[src/rtl/vc32_bus_arbiter.sv]
// Two-master round-robin arbiter in front of the vc32 external 16-bit memory sequencer.
// Each grant covers exactly one transaction and is followed by a one-cycle release gap.
module vc32_bus_arbiter #(
  parameter int DW = 16,
  parameter int AW = 15
) (
  input  logic              clk,
  input  logic              reset,
  input  logic [DW/8-1:0]   m0_rreq,
  input  logic [AW-1:0]     m0_raddr,
  output logic [DW-1:0]     m0_rdata,
  output logic              m0_rdone,
  input  logic [DW/8-1:0]   m0_wmask,
  input  logic [AW-1:0]     m0_waddr,
  input  logic [DW-1:0]     m0_wdata,
  output logic              m0_wdone,
  input  logic [DW/8-1:0]   m1_rreq,
  input  logic [AW-1:0]     m1_raddr,
  output logic [DW-1:0]     m1_rdata,
  output logic              m1_rdone,
  input  logic [DW/8-1:0]   m1_wmask,
  input  logic [AW-1:0]     m1_waddr,
  input  logic [DW-1:0]     m1_wdata,
  output logic              m1_wdone,
  output logic [DW/8-1:0]   s_rreq,
  output logic [AW-1:0]     s_raddr,
  input  logic [DW-1:0]     s_rdata,
  input  logic              s_rdone,
  output logic [DW/8-1:0]   s_wmask,
  output logic [AW-1:0]     s_waddr,
  output logic [DW-1:0]     s_wdata,
  input  logic              s_wdone,
  output logic              busy,
  output logic              owner
);

  typedef enum logic [1:0] {IDLE, GNT0, GNT1, REL} state_t;

  state_t r_state, w_next;
  logic   r_last;
  logic   w_req0, w_req1;

  assign w_req0 = (|m0_rreq) | (|m0_wmask);
  assign w_req1 = (|m1_rreq) | (|m1_wmask);

  // r_last tracks the master granted on IDLE exit; reset to 1 so m0 wins the first tie
  always_ff @(posedge clk) begin
    if (reset) begin
      r_state <= IDLE;
      r_last  <= 1'b1;
    end else begin
      r_state <= w_next;
      if (r_state == IDLE && w_next == GNT0) r_last <= 1'b0;
      if (r_state == IDLE && w_next == GNT1) r_last <= 1'b1;
    end
  end

  always_comb begin
    w_next = r_state;
    case (r_state)
      IDLE: begin
        if (w_req0 && (!w_req1 || r_last)) w_next = GNT0;
        else if (w_req1)                   w_next = GNT1;
      end
      GNT0, GNT1: if (s_rdone || s_wdone) w_next = REL;
      REL:        w_next = IDLE;
      default:    w_next = IDLE;
    endcase
  end

  // Outside a grant, addresses/data follow m0 so the bus stays deterministic
  always_comb begin
    s_rreq   = '0;
    s_wmask  = '0;
    s_raddr  = m0_raddr;
    s_waddr  = m0_waddr;
    s_wdata  = m0_wdata;
    m0_rdone = 1'b0;
    m0_wdone = 1'b0;
    m1_rdone = 1'b0;
    m1_wdone = 1'b0;
    case (r_state)
      GNT0: begin
        s_rreq   = m0_rreq;
        s_wmask  = m0_wmask;
        m0_rdone = s_rdone;
        m0_wdone = s_wdone;
      end
      GNT1: begin
        s_rreq   = m1_rreq;
        s_raddr  = m1_raddr;
        s_wmask  = m1_wmask;
        s_waddr  = m1_waddr;
        s_wdata  = m1_wdata;
        m1_rdone = s_rdone;
        m1_wdone = s_wdone;
      end
      default: ;
    endcase
  end

  assign m0_rdata = s_rdata;
  assign m1_rdata = s_rdata;
  assign busy     = (r_state == GNT0) || (r_state == GNT1);
  assign owner    = r_last;

endmodule

[config.mk]
export PLATFORM = sky130hd
export DESIGN_NAME = vc32_bus_arbiter
export DESIGN_NICKNAME = d
export VERILOG_FILES = /design/src/rtl/vc32_bus_arbiter.sv
export SDC_FILE = /design/constraint.sdc
export NUM_CORES = 1
export LEC_CHECK = 0
export CAP_MARGIN = 5
export CORE_MARGIN = 2
export CORE_UTILIZATION = 18
export CTS_BUF_LIST = sky130_fd_sc_hd__clkbuf_4
export DETAILED_ROUTE_END_ITERATION = 16
export GPL_ROUTABILITY_DRIVEN = 0
export GPL_TIMING_DRIVEN = 0
export MAX_ROUTING_LAYER = met4
export PLACE_DENSITY = 0.78
export SETUP_SLACK_MARGIN = 0.2
export SLEW_MARGIN = 25
export SYNTH_ARGS = -nofsm -noshare
export SYNTH_HDL_FRONTEND = slang
export SYNTH_SLANG_ARGS = --single-unit
[constraint.sdc]
create_clock -name clk -period 1.95 [get_ports clk]
set_clock_uncertainty 0.1 [all_clocks]
set_input_delay 0.4875 -clock clk [delete_from_list [all_inputs] [get_ports clk]]
set_output_delay 0.4875 -clock clk [all_outputs]
set_load 0.02 [all_outputs]
==> results of run 1 <==
-- layer usage --
metal / vias to the layer above / GRT usage
met5: - / -
met4: 0 / 0.0283
met3: 4 / 0.0363
met2: 85 / 0.338
met1: 808 / 0.194
li1: 827 / -
-- per-stage QoR --
stage                     total power (uW)  area (sq um)
after detailed placement              2630          3400
after global placement                2620          3400
after global routing                  3560          3840
after floorplan                       1670          1390
after CTS                             3340          3760
final                                 3400          3840
-- kinds of logic (layout without fill, tap and decap cells) --
family | Yosys count | in the layout | synth area share
buf+inv | 41 | 248 | 0.251
fa+ha+maj | 3 | 3 | 0.0344
flops | 3 | 3 | 0.0550
simple gates | 14 | 14 | 0.0836
compound gates | 16 | 16 | 0.102
mux | 46 | 46 | 0.474
-- placed cells by master, fill, tap and decap left out, types with 2 or more instances in the layout --
cell	instances
buf_4	36
clkbuf_4	4
ha_4	3
nor2b_2	2
and2_4	3
a22oi_2	4
dfxtp_4	2
dlymetal6s2s_1	21
nor2b_4	2
buf_6	55
or4_4	2
clkbuf_16	11
o31ai_1	2
mux2_4	46
buf_2	4
dlygate4sd2_1	10
a21oi_1	3
clkdlybuf4s50_1	102
-- worst max path at each step --
stage,slack (ns),end
2_1_floorplan,0.13,s_raddr[0]
3_3_place_gp,-0.46,s_rreq[0]
3_5_place_dp,-0.46,s_wdata[6]
4_1_cts,-0.20,s_waddr[6]
5_1_grt,-0.25,s_waddr[6]
6_report,-0.21,s_waddr[9]
-- registers in the layout, summed over array words and instances, names as in the netlist --
register,cells
owner,1
r_state,2
-- repair_timing --
action / 4_1_cts / 5_1_grt
endpoints found under the setup margin: 62 / 77
gates cloned: 6 / 0
setup buffers: 4 / 2
gates resized for setup: 376 / 30
pin swaps: 7 / 6
-- area by class of cell --
type,instances,area [sq um]
sequential,3,67.6
timing repair buffer,203,2180
inverter,3,21.3
fill,478,2040
multi-input combinational,79,1060
buffer,38,390
tap,75,93.8
clock buffer,4,30.0
-- tightest hold or removal path, stage by stage (launching register included) --
cell,delay [ns]
dfxtp_4,0.37
o31ai_1,0.09
a21oi_1,0.13
-- power by group --
part | switching (uW) | total [uW] | internal (uW) | leakage [uW]
Clock | 41.4 | 133 | 91.1 | 0.0000184
Sequential | 44.1 | 148 | 104 | 0.0000262
Combinational | 1250 | 3120 | 1870 | 0.00181
==> summary.md, run 1 <==
| Metric | Value |
|---|---|
| DRC viols | 0 |
| Worst Hold End | r_state[1] |
| Hold slack | 0.531 ns |
| Delay-heaviest family, CP | buffers and inverters |
| CTS Buf Count | 3 |
| Top layer in use | met4 |
| CTS Buffer Depth | 2 |
| Failing checks | negative setup slack |
| Power per Cell Area | 885 nW/um^2 |
| Final setup vio count | 51 |
| Syn. warnings | 0 |
| Synth area leaders | mux2_2, buf_4, dfxtp_1, ha_1, nor2b_1 |
| Mean post-synth cell area | 8.88 sq um |
| Final core utilization | 0.653 |
| Crit path from | r_state[0] |
| Slew margin rel. | 0.782 |
| Worst flop-to-flop path endpoint | owner |
| Yosys top cell area share | 0.474 |
| Final nets | 454 |
| Synth Flop Type | dfxtp_1 |
| Hold Crit Start | r_state[1] |
| # hold bufs at CTS | 0 |
| Critical-path cell list | inv_4 > ha_4 > clkbuf_16 > clkbuf_16 > mux2_4 > buf_6 |
| Drt pass-1 iters | 4 |
| Drt total wl | 6800 um |
| Area leader, netlist | mux2_2 |
| Number of global-route vias before repair | 1,727 |
| Max-cap violation count | 0 |
| Worst setup SP type | flip-flop |
| Met1 wire length | 2410 um |
| Critical Path End Type | output pin |
| Count of flip-flops with a built-in enable after synthesis | 0 |
| Crit path depth | 6 |
| Routed met2 length | 3820 um |
| R2r setup slk | 0.38 ns |
| DP Worst Slack | -0.458 ns |
| Die Area | 6710 sq um |
| FF-to-FF Start | r_state[1] |
| Vias | 1,724 |
| Number of core rows | 28 |
| DR iter-0 viols | 19 |
| Routed Antenna Nets | 0 |
| Worst path slowest cell | dfxtp_4 |
| Non-Filler Instances | 405 |
| Post-Synthesis Cells | 123 |
| Worst Path Arrival | 1.57 ns |
| Setup CP Type | reg2out |
| Hold Crit Class | reg2reg |
| Total GRT Usage | 0.179 |
| Fin worst setup slack | -0.209 ns |
| Largest net degree at the start of global routing | 9 |
| Most numerous cell in the Yosys netlist | mux2_2 |
| Clk_lat worst skew | 0.24 ns |
| Worst-path clk slew | 0.04 ns |
| Max incr delay on CP | 0.35 ns |
| Routed vias/inst | 4.26 |
| GR Overflow Total | 0 |
| Chip height | 81.9 um |
| Unrepaired setup endpoints after global routing | true |
| Reg2reg path depth | 7 |
| Register area share after synthesis | 0.0550 |
| Mapped Nets | 246 |
| Outcome | finished with violations |
| Buf/Inv on CP | 4 |
| First-pass GRT wire length | 8950 um |
| TritonCTS clock tree | done |
| Die Width | 81.9 um |
| Worst vdd ir | 0.000908 V |
| Fin crit share | 1.11 |
| Dpl cells | 389 |
| Met3 WL post-DR | 545 um |
| Initial antenna violation count | 0 |
| Ports | 208 |
| Async set-reset flop share out of synthesis | 0 |
| Port Buf Inserts | 191 |
| Number of slew-limit violations in the final report | 0 |
| Final TNS setup | -9.25 ns |
| Static leakage | 0.00185 uW |
| Area delta synth->final | 252% |
| Layout cells sized above 1 | 0.548 |
| Starting Density | 0.186 |
| Worst Path Max Fanout | 8 |
| Root Driver | clkbuf_4 |
| CP Data Required Time | 1.36 ns |
| Minimum clock period | 2.16 ns |
| Number of distinct library cells after synthesis | 20 |
| Crit path top cell by count | clkbuf_16 |
| N_diodes | 0 |
| Mapped cell area | 1090 sq um |
| Max Fclk | 0.463 GHz |
| Final Hold Fails | 0 |
| Slew at the pin closest to its max-slew limit | 0.324 ns |
| Post-DP HPWL | 5160 um |
| CTS HTree Levels | 1 |
| Synth top cells by count | mux2_2, buf_4, clkbuf_1 |
| Core Region | 5890 sq um |
| Hold Path Stages | 2 |
| Clock tree sinks | 3 |
| Average wire per standard cell | 16.8 um |
| Yosys reg bits | 3 |
Note: power is estimated with default switching activity, not from simulation.
==> run 2, diff against run 1 <==
--- a/config.mk
+++ b/config.mk
@@ -6,6 +6,7 @@
 export NUM_CORES = 1
 export LEC_CHECK = 0
 export CAP_MARGIN = 5
+export CORE_ASPECT_RATIO = 0.7
 export CORE_MARGIN = 2
 export CORE_UTILIZATION = 18
 export CTS_BUF_LIST = sky130_fd_sc_hd__clkbuf_4
@@ -14,6 +15,7 @@
 export GPL_TIMING_DRIVEN = 0
 export MAX_ROUTING_LAYER = met4
 export PLACE_DENSITY = 0.78
+export RECOVER_POWER = 50
 export SETUP_SLACK_MARGIN = 0.2
 export SLEW_MARGIN = 25
 export SYNTH_ARGS = -nofsm -noshare
==> run 2 against run 1 <==
Effect of this change: the run still ends with negative setup slack left; setup slack better by 0.013 ns; clock power hardly changed; global-route usage is 0.92 points higher; power is 1.3% higher; critical path type unchanged; largest cell class unchanged.
==> summary.md, run 2 (synthesis results as in run 1) <==
| Metric | Value |
|---|---|
| Outcome | finished with violations |
| Failing checks | negative setup slack |
| Ports | 208 (unchanged) |
| Clock tree sinks | 3 (unchanged) |
| Drt total wl | 6460 um (-5.0%) |
| Starting Density | 0.189 (+0.00325) |
| Final nets | 458 (+0.88%) |
| Routed Antenna Nets | 0 (unchanged) |
| Flop pwr share | 0.040 (-0.004) |
| CTS Buffer Depth | 2 (unchanged) |
| Fin worst setup slack | -0.196 ns (+0.0132 ns) |
| Drt pass-1 iters | 4 (unchanged) |
| Number of global-route vias before repair | 1,810 (+4.8%) |
| Design Power | 3450 uW (+1.3%) |
| CP Data Required Time | 1.36 ns (about the same) |
| Max-cap violation count | 0 (unchanged) |
| CTS Buf Count | 3 (unchanged) |
| Slew margin rel. | 0.721 (-0.0607) |
| Vias | 1,706 (-1.0%) |
| Number of slew-limit violations in the final report | 0 (unchanged) |
| Final TNS setup | -8.71 ns (+0.543 ns) |
| N_diodes | 0 (unchanged) |
| Slew at the pin closest to its max-slew limit | 0.414 ns (+0.0902 ns) |
| Power per Cell Area | 918 nW/um^2 (+3.6%) |
| Biggest register | r_state |
| Average wire per standard cell | 15.8 um (-5.9%) |
| Switching power | 1340 uW (about the same) |
| Worst vdd ir | 0.000674 V (-26%) |
| GR Overflow Total | 0 (unchanged) |
| Clk pwr share | 0.038 (about the same) |
| Total GRT Usage | 0.188 (+0.00924) |
| Layout cells sized above 1 | 0.551 (+0.00241) |
| Clk_lat worst skew | 0.24 ns (about the same) |
| Max Fclk | 0.466 GHz (+0.61%) |
| Filler cells | 470 (-1.7%) |
| Chip height | 69.2 um (-16%) |
| Final setup vio count | 52 (+2.0%) |
| Static leakage | 0.00166 uW (-11%) |
| Final core utilization | 0.650 (-0.00326) |
| Die Area | 6720 sq um (+0.14%) |
| Fin crit share | 1.10 (-0.00675) |
| Worst Path Arrival | 1.56 ns (about the same) |
| Commonest non-fill, non-tap cell in the layout | clkdlybuf4s50_1 |
| Initial antenna violation count | 0 (unchanged) |
| Worst-path clk slew | 0.04 ns (about the same) |
| Most frequent cells in the layout | clkdlybuf4s50_1, buf_6, mux2_4 |
| Sw Share | 0.387 (-0.00534) |
| Max reg flops | 2 (unchanged) |
| First-pass GRT wire length | 10,100 um (+13%) |
| Number of core rows | 23 (-18%) |
| Unrepaired setup endpoints after global routing | true |
| DR iter-0 viols | 19 (unchanged) |
| Port Buf Inserts | 191 (unchanged) |
| Routed vias/inst | 4.17 (-2.0%) |
| DRC viols | 0 (unchanged) |
| Area delta synth->final | 244% |
| Final Hold Fails | 0 (unchanged) |
| TritonCTS clock tree | done |
| Critical Path End Type | output pin |
| Power share of the combinational group | 0.922 (+0.004) |
| Die Width | 97.1 um (+19%) |
| Worst setup SP type | flip-flop |
| Core Region | 5780 sq um (-1.7%) |
| CTS HTree Levels | 1 (unchanged) |
| Root Driver | clkbuf_4 |
| Largest net degree at the start of global routing | 9 (unchanged) |
| Setup CP Type | reg2out |
| Int Pwr | 2110 uW (+2.2%) |
| Hold Crit Class | reg2reg |
| Post-DP HPWL | 5050 um (-2.2%) |
| Worst Path Max Fanout | 8 (unchanged) |
| Minimum clock period | 2.15 ns (-0.0132 ns) |
==> run 2: changes by cell type in the layout (fill, tap and decap cells not counted), moves of 2 or more <==
cell             previous run  this run
clkbuf_4                    4         8
buf_6                      55        58
buf_4                      36        34
clkbuf_1                    0        13
buf_2                       4         2
clkdlybuf4s50_1           102       108
dlymetal6s2s_1             21         1
==> run 2: final cells by class <==
cell class / instances / area, sq um / area share
plain buffers: 38 / 390 / 0.104
clock buffers: 4 / 30.0 / 0.00799
inverters: 3 / 18.8 / 0.00499
multi-input cells: 79 / 1060 / 0.281
flip-flops and latches: 3 / 65.1 / 0.0173
well taps: 75 / 93.8 / 0.0250
repair buffers: 207 / 2110 / 0.560
==> run 2: metrics by stage <==
| stage | worst slack (ns) | instance area (sq um) | instances | hold WS, ns |
|---|---|---|---|---|
| after floorplan | 0.134 | 1390 | 123 | 0.440 |
| after global placement | -0.487 | 3400 | 389 | 0.473 |
| after detailed placement | -0.506 | 3400 | 389 | 0.487 |
| after CTS | -0.209 | 3780 | 404 | 0.517 |
| after global routing | -0.230 | 3760 | 409 | 0.549 |
| final | -0.196 | 3760 | 409 | 0.500 |
==> run 2: final timing paths <==
kind              start    endpoint  slack, ns  cells past startpoint
min reg2reg  r_state[1]  r_state[1]       0.50                      2
max          r_state[0]  s_waddr[8]      -0.20                      6
max reg2reg  r_state[0]       owner       0.34                      8
min          r_state[1]  r_state[1]       0.50                      2
==> run 2: worst max-delay path, cell delays in order (launching register included) <==
cell and delay (ns):
dfxtp_2 0.34, inv_4 0.04, ha_4 0.16, clkbuf_16 0.17, clkbuf_16 0.16, mux2_4 0.31, buf_6 0.13
==> run 2: timing repair <==
| action | CTS | global route |
|---|---|---|
| hold buffers | 0 | 0 |
| buffers inserted | 5 | 5 |
| setup endpoints to repair | 63 | 71 |
| resized for setup | 383 | 19 |
| gates cloned | 6 | 0 |
| hold endpoints to repair | 0 | 0 |
| pin swaps | 8 | 4 |
==> run 2: routing by layer <==
metal  track usage  wire length [um]  vias to the layer above  part of all wire
li1              -                 -                      835                 -
met1         0.205              2470                      783              0.38
met2         0.363              3510                       78              0.54
met3        0.0262               363                       10             0.056
met4        0.0391               114                        0             0.018
met5             -                 0                        -                 0
==> run 2: power groups by stage <==
stage / clock [uW] / sequential (uW) / combinational [uW]
2_1_floorplan: 0 / 134 / 1530
3_3_place_gp: 0 / 125 / 2490
3_5_place_dp: 0 / 127 / 2510
4_1_cts: 130 / 147 / 3080
5_1_grt: 132 / 144 / 3330
6_report: 130 / 138 / 3180
